==> src/rtl/mips_instr_encoder_if.sv <==
// ---------------------------------------------------------------------------
// mips_instr_encoder_if
//   Bundle between an instruction-field source (loader / bench) and the
//   MIPS instruction encoder.
//
//   Source -> encoder : clear, in_valid, in_kind, in_rs, in_rt, in_rd,
//                       in_shamt, in_funct, in_imm
//   Encoder -> source : in_ready, imem_we, imem_addr, imem_wdata, count,
//                       full, err, err_flag
//
//   master : the field source (drives the bundle, observes status/imem port)
//   slave  : the encoder
// ---------------------------------------------------------------------------
interface mips_instr_encoder_if #(
  parameter int ADDR_W = 8
);
  logic              clear;
  logic              in_valid;
  logic              in_ready;
  logic [3:0]        in_kind;
  logic [4:0]        in_rs;
  logic [4:0]        in_rt;
  logic [4:0]        in_rd;
  logic [4:0]        in_shamt;
  logic [5:0]        in_funct;
  logic [15:0]       in_imm;
  logic              imem_we;
  logic [ADDR_W-1:0] imem_addr;
  logic [31:0]       imem_wdata;
  logic [ADDR_W:0]   count;
  logic              full;
  logic              err;
  logic              err_flag;

  modport master (
    output clear, in_valid, in_kind, in_rs, in_rt, in_rd, in_shamt, in_funct, in_imm,
    input  in_ready, imem_we, imem_addr, imem_wdata, count, full, err, err_flag
  );

  modport slave (
    input  clear, in_valid, in_kind, in_rs, in_rt, in_rd, in_shamt, in_funct, in_imm,
    output in_ready, imem_we, imem_addr, imem_wdata, count, full, err, err_flag
  );
endinterface

==> src/rtl/mips_instr_encoder.sv <==
// ---------------------------------------------------------------------------
// mips_instr_encoder
//   Assembles 32-bit MIPS instruction words from separate fields and writes
//   them to consecutive instruction-memory word addresses starting at 0.
//
//   Ports
//     clk    : rising-edge clock
//     rst_n  : asynchronous active-low reset
//     bus    : mips_instr_encoder_if.slave
//                clear            sync clear of addr/count/full/err_flag
//                in_valid/ready   field-bundle handshake (ready is comb)
//                in_kind          0 RTYPE,1 ADDI,2 LW,3 SW,4 LH,5 LHU,
//                                 6 ANDI,7 ORI,8 BEQ, 9-15 illegal
//                in_rs..in_imm    instruction fields
//                imem_we/addr/wdata  one-cycle write to program memory
//                count            words written since reset/clear
//                full             count has reached DEPTH
//                err / err_flag   illegal-bundle pulse / sticky copy
//
//   Parameters
//     ADDR_W : imem word-address width
//     DEPTH  : program-region size in words (1 .. 2**ADDR_W)
// ---------------------------------------------------------------------------
module mips_instr_encoder #(
  parameter int ADDR_W = 8,
  parameter int DEPTH  = 256
) (
  input  logic                 clk,
  input  logic                 rst_n,
  mips_instr_encoder_if.slave  bus
);

  typedef enum logic {
    S_IDLE  = 1'b0,
    S_WRITE = 1'b1
  } state_t;

  localparam logic [ADDR_W:0] C_DEPTH = (ADDR_W + 1)'(DEPTH);
  localparam logic [ADDR_W:0] C_ONE   = (ADDR_W + 1)'(1);

  // Legal R-type function codes: sll, add, sub, and, or, slt.
  localparam int              C_N_FUNCT   = 6;
  localparam logic [35:0]     C_LEGAL_FUNCT = {6'h00, 6'h20, 6'h22, 6'h24, 6'h25, 6'h2A};

  // Registered state and outputs
  state_t            r_state;
  logic              r_imem_we;
  logic [ADDR_W-1:0] r_imem_addr;
  logic [31:0]       r_imem_wdata;
  logic [ADDR_W:0]   r_count;
  logic              r_full;
  logic              r_err;
  logic              r_err_flag;

  // Next-state values
  state_t            w_state_next;
  logic              w_imem_we_next;
  logic [ADDR_W-1:0] w_imem_addr_next;
  logic [31:0]       w_imem_wdata_next;
  logic [ADDR_W:0]   w_count_next;
  logic              w_full_next;
  logic              w_err_next;
  logic              w_err_flag_next;

  // Decode / encode
  logic [C_N_FUNCT-1:0] w_funct_hit;
  logic                 w_funct_ok;
  logic [5:0]           w_opcode;
  logic                 w_kind_itype;
  logic                 w_legal;
  logic [31:0]          w_word;
  logic                 w_ready;
  logic                 w_handshake;

  // -------------------------------------------------------------------------
  // R-type funct legality: compare against each entry of the legal table.
  // -------------------------------------------------------------------------
  genvar gi;
  generate
    for (gi = 0; gi < C_N_FUNCT; gi++) begin : g_funct
      assign w_funct_hit[gi] = (bus.in_funct == C_LEGAL_FUNCT[gi*6 +: 6]);
    end
  endgenerate

  assign w_funct_ok = |w_funct_hit;

  // I-type opcode lookup; w_kind_itype is low for RTYPE and for kinds 9-15.
  always_comb begin
    w_opcode     = 6'h00;
    w_kind_itype = 1'b1;
    case (bus.in_kind)
      4'd1:    w_opcode = 6'h08;  // ADDI
      4'd2:    w_opcode = 6'h23;  // LW
      4'd3:    w_opcode = 6'h2B;  // SW
      4'd4:    w_opcode = 6'h21;  // LH
      4'd5:    w_opcode = 6'h25;  // LHU
      4'd6:    w_opcode = 6'h0C;  // ANDI
      4'd7:    w_opcode = 6'h0D;  // ORI
      4'd8:    w_opcode = 6'h04;  // BEQ
      default: w_kind_itype = 1'b0;
    endcase
  end

  assign w_legal = w_kind_itype | ((bus.in_kind == 4'd0) & w_funct_ok);

  // R-type ignores imm; I-type ignores rd/shamt/funct.
  assign w_word = (bus.in_kind == 4'd0)
                ? {6'h00, bus.in_rs, bus.in_rt, bus.in_rd, bus.in_shamt, bus.in_funct}
                : {w_opcode, bus.in_rs, bus.in_rt, bus.in_imm};

  // -------------------------------------------------------------------------
  // Handshake. clear blocks acceptance so a same-cycle clear and bundle never
  // both take effect.
  // -------------------------------------------------------------------------
  assign w_ready     = (r_state == S_IDLE) & ~r_full & ~bus.clear;
  assign w_handshake = bus.in_valid & w_ready;

  // -------------------------------------------------------------------------
  // Next-state / output logic
  // -------------------------------------------------------------------------
  always_comb begin
    w_state_next      = r_state;
    w_imem_we_next    = 1'b0;
    w_imem_addr_next  = r_imem_addr;
    w_imem_wdata_next = r_imem_wdata;
    w_count_next      = r_count;
    w_err_next        = 1'b0;
    w_err_flag_next   = r_err_flag;

    case (r_state)
      S_IDLE: begin
        if (bus.clear) begin
          w_count_next    = '0;
          w_err_flag_next = 1'b0;
        end else if (w_handshake) begin
          if (w_legal) begin
            w_imem_we_next    = 1'b1;
            w_imem_addr_next  = r_count[ADDR_W-1:0];
            w_imem_wdata_next = w_word;
            w_state_next      = S_WRITE;
          end else begin
            // Illegal bundle is consumed: flag it, write nothing.
            w_err_next      = 1'b1;
            w_err_flag_next = 1'b1;
          end
        end
      end

      S_WRITE: begin
        // The strobe issued on entry completes here; a clear arriving now
        // wins over the increment.
        w_state_next = S_IDLE;
        if (bus.clear) begin
          w_count_next    = '0;
          w_err_flag_next = 1'b0;
        end else begin
          w_count_next = r_count + C_ONE;
        end
      end

      default: w_state_next = S_IDLE;
    endcase
  end

  // full tracks the count it will sit beside, so both update on one edge.
  assign w_full_next = (w_count_next == C_DEPTH);

  // -------------------------------------------------------------------------
  // State register
  // -------------------------------------------------------------------------
  always_ff @(posedge clk or negedge rst_n) begin
    if (!rst_n) begin
      r_state      <= S_IDLE;
      r_imem_we    <= 1'b0;
      r_imem_addr  <= '0;
      r_imem_wdata <= '0;
      r_count      <= '0;
      r_full       <= 1'b0;
      r_err        <= 1'b0;
      r_err_flag   <= 1'b0;
    end else begin
      r_state      <= w_state_next;
      r_imem_we    <= w_imem_we_next;
      r_imem_addr  <= w_imem_addr_next;
      r_imem_wdata <= w_imem_wdata_next;
      r_count      <= w_count_next;
      r_full       <= w_full_next;
      r_err        <= w_err_next;
      r_err_flag   <= w_err_flag_next;
    end
  end

  // -------------------------------------------------------------------------
  // Outputs
  // -------------------------------------------------------------------------
  assign bus.in_ready   = w_ready;
  assign bus.imem_we    = r_imem_we;
  assign bus.imem_addr  = r_imem_addr;
  assign bus.imem_wdata = r_imem_wdata;
  assign bus.count      = r_count;
  assign bus.full       = r_full;
  assign bus.err        = r_err;
  assign bus.err_flag   = r_err_flag;

endmodule

==> src/flat_wrapper.sv <==
// flat-port wrapper written by rule: the top's interface ports become plain ports
module mips_instr_encoder_flat 
#(
  parameter int ADDR_W = 8,
  parameter int DEPTH  = 256
)
  (clk, rst_n, bus_clear, bus_in_valid, bus_in_kind, bus_in_rs, bus_in_rt, bus_in_rd, bus_in_shamt, bus_in_funct, bus_in_imm, bus_in_ready, bus_imem_we, bus_imem_addr, bus_imem_wdata, bus_count, bus_full, bus_err, bus_err_flag);
  mips_instr_encoder_if #(.ADDR_W(ADDR_W)) bus_i ();
  input  logic clk;
  input  logic rst_n;
  input wire logic [$bits(bus_i.clear)-1:0] bus_clear;
  input wire logic [$bits(bus_i.in_valid)-1:0] bus_in_valid;
  input wire logic [$bits(bus_i.in_kind)-1:0] bus_in_kind;
  input wire logic [$bits(bus_i.in_rs)-1:0] bus_in_rs;
  input wire logic [$bits(bus_i.in_rt)-1:0] bus_in_rt;
  input wire logic [$bits(bus_i.in_rd)-1:0] bus_in_rd;
  input wire logic [$bits(bus_i.in_shamt)-1:0] bus_in_shamt;
  input wire logic [$bits(bus_i.in_funct)-1:0] bus_in_funct;
  input wire logic [$bits(bus_i.in_imm)-1:0] bus_in_imm;
  output wire logic [$bits(bus_i.in_ready)-1:0] bus_in_ready;
  output wire logic [$bits(bus_i.imem_we)-1:0] bus_imem_we;
  output wire logic [$bits(bus_i.imem_addr)-1:0] bus_imem_addr;
  output wire logic [$bits(bus_i.imem_wdata)-1:0] bus_imem_wdata;
  output wire logic [$bits(bus_i.count)-1:0] bus_count;
  output wire logic [$bits(bus_i.full)-1:0] bus_full;
  output wire logic [$bits(bus_i.err)-1:0] bus_err;
  output wire logic [$bits(bus_i.err_flag)-1:0] bus_err_flag;
  assign bus_i.clear = bus_clear;
  assign bus_i.in_valid = bus_in_valid;
  assign bus_i.in_kind = bus_in_kind;
  assign bus_i.in_rs = bus_in_rs;
  assign bus_i.in_rt = bus_in_rt;
  assign bus_i.in_rd = bus_in_rd;
  assign bus_i.in_shamt = bus_in_shamt;
  assign bus_i.in_funct = bus_in_funct;
  assign bus_i.in_imm = bus_in_imm;
  assign bus_in_ready = bus_i.in_ready;
  assign bus_imem_we = bus_i.imem_we;
  assign bus_imem_addr = bus_i.imem_addr;
  assign bus_imem_wdata = bus_i.imem_wdata;
  assign bus_count = bus_i.count;
  assign bus_full = bus_i.full;
  assign bus_err = bus_i.err;
  assign bus_err_flag = bus_i.err_flag;
  mips_instr_encoder #(.ADDR_W(ADDR_W), .DEPTH(DEPTH)) u_core (.clk(clk), .rst_n(rst_n), .bus(bus_i));
endmodule
==> config.mk <==
export PLATFORM = sky130hd
export DESIGN_NAME = mips_instr_encoder_flat
export DESIGN_NICKNAME = d
export VERILOG_FILES = /design/src/rtl/mips_instr_encoder_if.sv /design/src/rtl/mips_instr_encoder.sv /design/src/flat_wrapper.sv
export SDC_FILE = /design/constraint.sdc
export NUM_CORES = 1
export LEC_CHECK = 0
export BUFFER_PORTS_ARGS = -buffer_cell sky130_fd_sc_hd__buf_2
export CAP_MARGIN = 15
export CORE_ASPECT_RATIO = 1.4
export CORE_MARGIN = 2
export CORE_UTILIZATION = 32
export DETAILED_ROUTE_END_ITERATION = 8
export GPL_ROUTABILITY_DRIVEN = 0
export PLACE_DENSITY = 0.63
export SKIP_LAST_GASP = 1
export SLEW_MARGIN = 20
export SYNTH_ARGS = -nofsm -noshare
export SYNTH_HDL_FRONTEND = slang
export SYNTH_SLANG_ARGS = --single-unit
==> constraint.sdc <==
create_clock -name clk -period 3.39 [get_ports clk]
set_clock_uncertainty 0.1 [all_clocks]
set_input_delay 0.5085 -clock clk [delete_from_list [all_inputs] [get_ports clk]]
set_output_delay 0.5085 -clock clk [all_outputs]
set_load 0.02 [all_outputs]
==> flow_summary.yaml <==
outcome:
  outcome: "finished, final reports clean"
floorplanning:
  start_util_pct: 32.4
  fp.dieW_um: 76.5
  ios: 104
  placementRows: 37
  core-area_um2: 7270
  die_h_um: 106
  die_area_um2: 8070
timing:
  fin_crit_sh_pct: 67.1
  finalSetupTns_ns: 0
  rsz0062_at_grt: "no"
  hold_violations: 0
  tightest_slew_ns: 0.828
  setup_viol: 0
  maxSlewHeadroom_pct: 44.8
  drv_slew: 0
  fmax_ghz: 0.440
  finalWorstPathRequiredPeriod_ns: 2.27
yosys:
  ys_warn_count: 0
  yosys-top-cells-area: "dfrtp_1 (55%), nand2_1 (12%), mux2i_1 (7.2%)"
  syn_inst: 247
  avgSynthCellArea_um2: 9.54
  syn_area_um2: 2360
  synth_area_leader_cell: "dfrtp_1"
  synth_top_area_share_pct: 55.2
  syn_nets: 298
  ys_seq_area_share_pct: 55.2
  synthDistinctLibCells: 35
  ys_ff_latch: 52
grt:
  grt_pass1_vias: 2032
  grt_pass1_wl_um: 9570
  grt_max_degree: 40
  grt_antenna_before_repair: 1
  grt_usage_pct: 14.7
  grt_overflow: 0
worst_hold_path:
  hp-class: "input pin to asynchronous set/reset pin"
routing:
  wl_met1_um: 2350
  postRouteWirelength_um: 5650
  drt.antenna.violating_nets: 0
  viasPerCell: 4.58
  drc: 0
  wl_met2_um: 2850
  vias: 2026
  routedWlPerCell_um: 12.8
  drtIter0Drc: 66
  firstDrtPassIters: 4
  wl_met3_um: 386
  top_layer_used: "met4"
clocking:
  clk_latency_ns: 0.30
  cts_buffers: 5
  cts.sinks: 52
  cts_resized: 0
  clk_pin_slew_ns: 0.09
  postCtsSetupRepairBufs: 0
  holdBufCountCts: 0
  cts_root_buffer: "clkbuf_8"
  ctsHtreeMaxLevel: 2
  cts_buffer_depth: 2
  cts_tree: "built"
pwr:
  total_power_mw: 1.57
  leakagePower_nw: 1.61
  power.density_nw_per_um2: 514
  ir_drop_mv: 0.206
placed_design:
  dpl.hpwl_um: 4300
  portBuffers: 102
setup_path:
  worst_setup_path_end_kind: "flop"
  r2r_slack_ns: 1.12
  cp.required_ns: 3.49
  cp.arrival_ns: 2.38
  critPathLaunchType: "flop"
  path_class: "flop to flop"
  r2r_cells: 5
  crit_fanout: 39
job:
  drv_cap: 0
cells_and_area:
  nNetsFinal: 395
  fill_cells: 761
  layout-drive-gt1-share_pct: 33.7
  final_core_util_pct: 42.1
  area_growth_pct: 29.9
[routing by layer]
| metal | global-route usage [%] | up-vias |
|---|---|---|
| met5 | 0 | - |
| met4 | 5.06 | 0 |
| met3 | 3.77 | 5 |
| met2 | 25.3 | 66 |
| met1 | 17.8 | 941 |
| li1 | - | 1014 |
[cell type report]
class                      count  area [um2]  share of cell area [%]
inverter                       4        15.0                   0.491
multi-input combinational    176         946                    30.9
timing repair buffer         105         546                    17.8
clock inverter                 2        60.1                    1.96
tap                           97         121                    3.97
clock buffer                   5        68.8                    2.25
antenna                        1        2.50                  0.0818
sequential                    52        1300                    42.5
[cell usage in the layout (no fill, tap or decap), types with 3 or more instances in the layout]
| master | count |
|---|---|
| clkbuf_8 | 5 |
| mux2i_1 | 17 |
| nand2_1 | 78 |
| inv_1 | 3 |
| buf_2 | 102 |
| xnor2_1 | 3 |
| o21ai_1 | 5 |
| nand3_1 | 3 |
| or3_1 | 4 |
| dfrtp_1 | 52 |
| o21ai_0 | 19 |
| nand4_1 | 5 |
| xor2_1 | 3 |
| a21oi_1 | 6 |
| nor2_1 | 14 |
[final timing paths]
| path | from | endpoint |
|---|---|---|
| worst max-delay path | u_core.bus.imem_we | u_core.bus.imem_wdata[31] |
| worst min-delay path | rst_n | u_core.bus.count[4] |
| worst max register to register | u_core.bus.imem_we | u_core.bus.imem_wdata[31] |
| worst min register to register | u_core.bus.imem_wdata[29] | u_core.bus.imem_wdata[29] |
| max in group asynchronous | rst_n | u_core.bus.imem_wdata[19] |
| min in group clk | bus_in_rt[4] | u_core.bus.imem_wdata[20] |
[per-stage QoR]
step	cell area (um2)	hold slack (ns)	setup WS [ns]	instances
CTS	3060	0.209	1.11	441
global placement	2930	0.353	0.880	434
global route	3060	0.257	0.947	442
floorplan	2360	0.113	1.26	247
detailed placement	2930	0.358	0.829	434
finish	3060	0.194	1.12	442
[kinds of logic (layout without fill, tap and decap cells)]
logic type,Yosys count,count (layout),synth area share (%)
buffers and inverters,19,116,4.94
other,1,2,0.159
and+or+nand+nor,113,113,20.6
muxes,17,17,7.22
AOI/OAI and AO/OA,38,38,9.08
xor gates and xnor gates,6,6,2.23
DFF,52,52,55.2
adders and majority gates,1,1,0.531
[state kept, by name, indices dropped and copies added, names as in the netlist]
name / cells
u_core.bus.imem_we: 1
u_core.bus.err_flag: 1
u_core.bus.full: 1
u_core.bus.imem_wdata: 31
u_core.bus.imem_addr: 8
u_core.bus.count: 9
u_core.bus.err: 1
[synth_stat cells (all sizes together)]
cell type	instances
xor2	3
clkbuf	4
o22ai	1
or3	4
dfrtp	52
a21oi	6
xnor2	3
o31a	1
o311ai	1
o31ai	2
mux2i	17
or4	1
nor2	15
o21ai	25
conb	1
or2	1
nor4bb	2
ha	1
a21boi	1
o41ai	1
nor4	2
nand2	78
nand3	3
nand4	5
buf	11
nor3	1
nor4b	1
inv	4
[power by group]
group | internal, mW | leakage, nW | switching [mW]
sequential | 0.698 | 0.678 | 0.0421
combinational | 0.122 | 0.866 | 0.222
clock | 0.291 | 0.0642 | 0.199
total | 1.11 | 1.61 | 0.463
[critical path, cell delays in order (launching register included)]
cell      delay [ns]
dfrtp_1         0.53
nor4b_1         0.45
a21boi_0        0.39
o21ai_4         0.23
buf_12          0.23
o31ai_1         0.23
Note: power is estimated with default switching activity, not from simulation.
